<file path="config.mk">
export PLATFORM = sky130hd
export DESIGN_NAME = apb_master
export DESIGN_NICKNAME = d
export VERILOG_FILES = /design/src/rtl/apb_master.sv
export SDC_FILE = /design/constraint.sdc
export NUM_CORES = 1
export LEC_CHECK = 0
export CAP_MARGIN = 20
export CORE_UTILIZATION = 40
export DETAILED_ROUTE_END_ITERATION = 16
export PLACE_DENSITY = 0.85
export SETUP_SLACK_MARGIN = 0.4
export SLEW_MARGIN = 20
export SYNTH_ARGS = -nofsm -noshare
export SYNTH_HDL_FRONTEND = slang
export SYNTH_SLANG_ARGS = --single-unit
</file>
<file path="constraint.sdc">
create_clock -name PCLK -period 2.7 [get_ports PCLK]
set_clock_uncertainty 0.15 [all_clocks]
set_input_delay 0.27 -clock PCLK [delete_from_list [all_inputs] [get_ports PCLK]]
set_output_delay 0.27 -clock PCLK [all_outputs]
set_load 0.05 [all_outputs]
</file>
<file path="src/rtl/apb_master.sv">
// apb_master: single-outstanding APB master bridging a req/gnt core port to APB,
// with an optional PREADY timeout that completes the transfer with err_o.
module apb_master #(
  parameter int TIMEOUT_CYCLES = 16
) (
  input  logic        PCLK,
  input  logic        PRESETn,
  input  logic        req_i,
  input  logic        we_i,
  input  logic [31:0] addr_i,
  input  logic [31:0] wdata_i,
  output logic        gnt_o,
  output logic        rvalid_o,
  output logic [31:0] rdata_o,
  output logic        err_o,
  output logic [31:0] PADDR,
  output logic [31:0] PWDATA,
  output logic        PWRITE,
  output logic        PSEL,
  output logic        PENABLE,
  input  logic [31:0] PRDATA,
  input  logic        PREADY
);
  localparam int CW = TIMEOUT_CYCLES > 0 ? $clog2(TIMEOUT_CYCLES + 1) : 1;
  localparam logic [CW-1:0] LAST = CW'(TIMEOUT_CYCLES > 0 ? TIMEOUT_CYCLES - 1 : 0);
  localparam logic [CW-1:0] SAT  = CW'(TIMEOUT_CYCLES);
  typedef enum logic [1:0] {IDLE, SETUP, ACCESS} state_t;
  state_t        state, state_nxt;
  logic [CW-1:0] wait_cnt;
  logic          done, abort;
  assign done  = (state == ACCESS) && PREADY;
  // abort fires in the ACCESS cycle whose stall would bring the counter to the limit
  assign abort = (TIMEOUT_CYCLES > 0) && (state == ACCESS) && !PREADY && (wait_cnt == LAST);
  always_ff @(posedge PCLK or negedge PRESETn)
    if (!PRESETn) state <= IDLE;
    else          state <= state_nxt;
  always_comb begin
    state_nxt = (state == IDLE)  ? (req_i ? SETUP : IDLE) :
                (state == SETUP) ? ACCESS :
                (done || abort)  ? IDLE : ACCESS;
  end
  always_comb begin
    gnt_o   = req_i && (state == IDLE);
    PSEL    = (state != IDLE);
    PENABLE = (state == ACCESS);
  end
  always_ff @(posedge PCLK or negedge PRESETn)
    if (!PRESETn) begin
      PADDR  <= '0;
      PWDATA <= '0;
      PWRITE <= 1'b0;
    end else if (gnt_o) begin
      PADDR  <= addr_i;
      PWDATA <= we_i ? wdata_i : 32'h0;
      PWRITE <= we_i;
    end
  always_ff @(posedge PCLK or negedge PRESETn)
    if (!PRESETn)                                        wait_cnt <= '0;
    else if (gnt_o)                                      wait_cnt <= '0;
    else if (state == ACCESS && !PREADY && wait_cnt != SAT) wait_cnt <= wait_cnt + 1'b1;
  always_ff @(posedge PCLK or negedge PRESETn)
    if (!PRESETn) begin
      rvalid_o <= 1'b0;
      err_o    <= 1'b0;
      rdata_o  <= '0;
    end else begin
      rvalid_o <= done || abort;
      err_o    <= abort;
      if (done || abort) rdata_o <= (done && !PWRITE) ? PRDATA : 32'h0;
    end
endmodule

</file>
==> report_table.html <==
<table>
<tr><th>Metric</th><th>Value</th></tr>
<tr><th colspan="2">Outcome</th></tr>
<tr><td>Status</td><td>finished clean</td></tr>
<tr><th colspan="2">Layout</th></tr>
<tr><td>Number of diodes</td><td>0</td></tr>
<tr><td>Net count of the finished layout</td><td>691</td></tr>
<tr><td>Ratio of cells with drive above 1 in the final layout</td><td>4.91%</td></tr>
<tr><td>Synthesis-to-layout area growth</td><td>58.2%</td></tr>
<tr><th colspan="2">STA</th></tr>
<tr><td>Worst-case headroom to the max-slew limit</td><td>50.3%</td></tr>
<tr><td>Final TNS setup</td><td>0 ns</td></tr>
<tr><td>Portion of the clock cycle consumed by the worst path in the final layout</td><td>81.1%</td></tr>
<tr><td>Final hold violations</td><td>0</td></tr>
<tr><td>Final max-slew violation count</td><td>0</td></tr>
<tr><td>Worst-margin pin slew</td><td>0.739 ns</td></tr>
<tr><td>RSZ-0062 raised after global routing</td><td>false</td></tr>
<tr><td>Period minus WS final</td><td>2.19 ns</td></tr>
<tr><td>Final worst setup slack</td><td>0.511 ns</td></tr>
<tr><td>Fmax achieved</td><td>457 MHz</td></tr>
<tr><td>Setup Viol. Count Final</td><td>0</td></tr>
<tr><th colspan="2">Clocking</th></tr>
<tr><td>Total number of H-tree levels</td><td>3</td></tr>
<tr><td>Buffer count from post-CTS setup fixing</td><td>0</td></tr>
<tr><td>Clock net sink count</td><td>106</td></tr>
<tr><td>Maximum number of buffers from clock root to sink</td><td>2</td></tr>
<tr><td>Latest clock arrival within the worst-skew pair</td><td>0.36 ns</td></tr>
<tr><td>Clk pin slew, worst setup/hold paths</td><td>0.10 ns</td></tr>
<tr><td>Number of CTS-inserted buffers</td><td>9</td></tr>
<tr><td>Clock root cell</td><td>clkbuf_8</td></tr>
<tr><td>Clock tree from TritonCTS</td><td>done</td></tr>
<tr><th colspan="2">Detailed routing</th></tr>
<tr><td>Average routed wire per standard cell</td><td>14.9 µm</td></tr>
<tr><td>Final WL</td><td>10.8 mm</td></tr>
<tr><td>Residual antenna-violating net count after detailed routing</td><td>0</td></tr>
<tr><td>Vias per cell</td><td>4.79</td></tr>
<tr><td>First-pass iteration count of the detailed router</td><td>4</td></tr>
<tr><td>Number of DRC markers in iteration 0</td><td>136</td></tr>
<tr><td>DRC violations left</td><td>0</td></tr>
<tr><td>Total via count in the routed design</td><td>3470</td></tr>
<tr><th colspan="2">Global routing</th></tr>
<tr><td>Total track usage</td><td>19.9%</td></tr>
<tr><td>Antenna violations before repair</td><td>0</td></tr>
<tr><td>GRT overflow</td><td>0</td></tr>
<tr><td>Number of global-route vias before repair</td><td>3392</td></tr>
<tr><td>Largest net degree at the start of global routing</td><td>70</td></tr>
<tr><td>Wire length of the first global-routing pass</td><td>16.0 mm</td></tr>
<tr><th colspan="2">Power and ir drop</th></tr>
<tr><td>Switching share of power</td><td>50.0%</td></tr>
<tr><td>Total power density per cell area</td><td>1450 nW/µm²</td></tr>
<tr><td>Internal power summed over all cells</td><td>4.66 mW</td></tr>
<tr><td>Worst vdd ir</td><td>0.761 mV</td></tr>
<tr><td>Reg power frac</td><td>29.8%</td></tr>
<tr><td>Power share of the clock group</td><td>11.3%</td></tr>
<tr><td>Switching power of the nets</td><td>4.65 mW</td></tr>
<tr><td>Proportion of power drawn by combinational gates</td><td>58.9%</td></tr>
<tr><td>Leak</td><td>3.07 nW</td></tr>
<tr><th colspan="2">Synthesis</th></tr>
<tr><td>Number of warnings printed during yosys synthesis</td><td>0</td></tr>
<tr><td>Synth top area share</td><td>65.4%</td></tr>
<tr><td>Count of distinct cell types in the synthesized netlist</td><td>27</td></tr>
<tr><td>Leading area contributor after synthesis</td><td>dfrtp_1</td></tr>
<tr><td>Post-synthesis net count</td><td>496</td></tr>
<tr><td>Post-Syn Area</td><td>4060 µm²</td></tr>
<tr><td>Gate count after technology mapping</td><td>392</td></tr>
<tr><td>Post-Synthesis Mean Instance Area</td><td>10.3 µm²</td></tr>
<tr><td>Sequential-to-total area share from yosys stat</td><td>65.4%</td></tr>
<tr><td>Register bit count reported by yosys</td><td>106</td></tr>
<tr><td>Largest cells by area after synthesis</td><td>dfrtp_1, nand2_1, a22o_1</td></tr>
<tr><th colspan="2">Die</th></tr>
<tr><td>Floorplan die width</td><td>103 µm</td></tr>
<tr><td>Vertical extent of the die</td><td>103 µm</td></tr>
<tr><td>Top-Level Pins</td><td>203</td></tr>
<tr><td>Floorplan core area</td><td>9820 µm²</td></tr>
<tr><td>Die Footprint</td><td>10500 µm²</td></tr>
<tr><td>Cell row count</td><td>36</td></tr>
<tr><td>Initial core utilization</td><td>41.3%</td></tr>
<tr><th colspan="2">Placement</th></tr>
<tr><td>DPL Wire Length</td><td>7.86 mm</td></tr>
<tr><td>Dpl ws</td><td>0.485 ns</td></tr>
<tr><td>Final estimated routing congestion in global placement</td><td>0.708</td></tr>
<tr><td>Quantity of I/O buffers inserted on ports</td><td>202</td></tr>
<tr><th colspan="2">Run</th></tr>
<tr><td>Max-capacitance violation count</td><td>0</td></tr>
<tr><th colspan="2">Critical path</th></tr>
<tr><td>Type of the worst setup path</td><td>flip-flop to output port</td></tr>
<tr><td>Critical Path AT</td><td>1.77 ns</td></tr>
<tr><td>Sort of element at the end of the critical path</td><td>output port</td></tr>
<tr><td>Data required time at the worst endpoint</td><td>2.28 ns</td></tr>
<tr><td>Startpoint kind of the worst setup timing path</td><td>flip-flop</td></tr>
<tr><td>Maximum fanout along the worst path</td><td>23</td></tr>
<tr><th colspan="2">Worst hold path</th></tr>
<tr><td>Hold/Removal Path Class</td><td>input pin to flip-flop</td></tr>
</table>
[critical path: stages (launching register included)]
cell,delay [ns]
dfrtp_1,0.45
or3b_2,0.51
clkinv_2,0.26
buf_12,0.18
[sequential cells by signal (all words and copies together) (netlist names)]
name / count
PADDR: 32
PWDATA: 32
PWRITE: 1
err_o: 1
rdata_o: 32
rvalid_o: 1
state: 2
wait_cnt: 5
[power groups by stage]
stage               combinational (mW)  sequential, mW  clock (mW)
CTS                               5.54            2.78        1.08
finish                            5.49            2.78        1.05
global route                      5.77            2.86        1.14
detailed placement                5.53            2.80           0
floorplan                         1.06            5.27           0
global placement                  5.45            2.76           0
[cells by family (layout without fill, tap and decap cells)]
family / after synthesis / in the layout / share of synthesized area (%)
DFF: 106 / 106 / 65.4
and+or+nand+nor: 211 / 211 / 21.3
AOI/OAI and AO/OA: 36 / 36 / 7.53
muxes: 4 / 4 / 1.02
buffers and inverters: 31 / 230 / 3.64
adders and majority gates: 3 / 3 / 0.925
xor gates and xnor gates: 1 / 1 / 0.216
[final cells by class]
| type | instances | area, µm² |
|---|---|---|
| Clock inverter | 6 | 90.1 |
| Clock buffer | 9 | 124 |
| Sequential cell | 106 | 2650 |
| Fill cell | 799 | 3400 |
| Inverter | 5 | 20.0 |
| Timing Repair Buffer | 210 | 2110 |
| Multi-Input combinational cell | 255 | 1260 |
| Tap cell | 133 | 166 |
[worst paths after layout]
check | start | slack (ns) | depth (start not counted) | end
max in group asynchronous | PRESETn | 1.33 | 3 | state[0]
min reg2reg | PWDATA[27] | 0.32 | 2 | PWDATA[27]
min | addr_i[25] | 0.27 | 3 | PADDR[25]
max reg2reg | wait_cnt[0] | 0.71 | 5 | wait_cnt[1]
min in group asynchronous | PRESETn | 0.36 | 2 | PADDR[2]
max | state[0] | 0.51 | 3 | gnt_o
[through the flow]
step / hold WS, ns / instances / util (%) / total power, mW / area (µm²)
2_1_floorplan: -0.176 / 392 / - / 6.33 / 4060
6_report: 0.275 / 724 / 65.4 / 9.32 / 6420
5_1_grt: 0.281 / 724 / 65.4 / 9.77 / 6420
3_3_place_gp: 0.168 / 708 / 63.1 / 8.21 / 6190
4_1_cts: 0.258 / 724 / 65.3 / 9.40 / 6420
3_5_place_dp: 0.172 / 708 / 63.1 / 8.33 / 6190
[cells in the final DEF (no fill, tap or decap)]
cell / synthesis / layout
buf_12: 0 / 2
nand2_1: 168 / 168
inv_6: 0 / 1
mux2_2: 1 / 1
o21ai_2: 0 / 1
clkinv_2: 1 / 2
dlygate4sd3_1: 0 / 1
or2_2: 1 / 1
clkdlybuf4s50_1: 0 / 198
dfrtp_1: 106 / 106
o21ai_0: 1 / 1
nand3_1: 33 / 33
clkinvlp_4: 0 / 1
and3_1: 1 / 1
mux2i_1: 3 / 3
inv_1: 4 / 4
buf_4: 3 / 7
nand3b_1: 1 / 1
and2_1: 2 / 2
a22o_1: 32 / 32
o31ai_1: 1 / 1
clkbuf_8: 0 / 9
xor2_1: 1 / 1
clkinv_4: 0 / 1
nor3b_1: 1 / 1
ha_1: 3 / 3
and3b_1: 1 / 1
or3b_2: 0 / 1
dlygate4sd2_1: 0 / 1
nor2_1: 1 / 1
bufinv_16: 0 / 2
nor2b_1: 1 / 1
dlymetal6s2s_1: 0 / 1
o21bai_1: 1 / 1
[synth_stat cells]
master	n
mux2_2	1
o21ai_1	1
mux2i_1	3
inv_1	4
o31ai_1	1
or3b_1	1
buf_6	1
nor3b_1	1
and3b_1	1
and3_1	1
clkbuf_1	13
o21bai_1	1
nand3_1	33
buf_4	3
and2_1	2
dfrtp_1	106
nor2_1	1
buf_2	9
ha_1	3
clkinv_2	1
nand2_1	168
nand3b_1	1
o21ai_0	1
or2_2	1
a22o_1	32
xor2_1	1
nor2b_1	1
[timing repair]
| item | CTS | global route |
|---|---|---|
| hold endpoints to repair | 48 | 0 |
| resized for setup | 1 | 1 |
| hold buffers | 1 | 0 |
| endpoints found under the setup margin | 1 | 1 |
[layer usage]
layer  wire length, µm  vias up  global-route usage [%]
li1                  -     1656                       -
met1              4240     1649                    23.1
met2              5360      148                    34.2
met3               967       17                    6.24
met4               195        0                    8.46
met5                 0        -                       0
No activity file was read; power rests on OpenSTA's default activity.
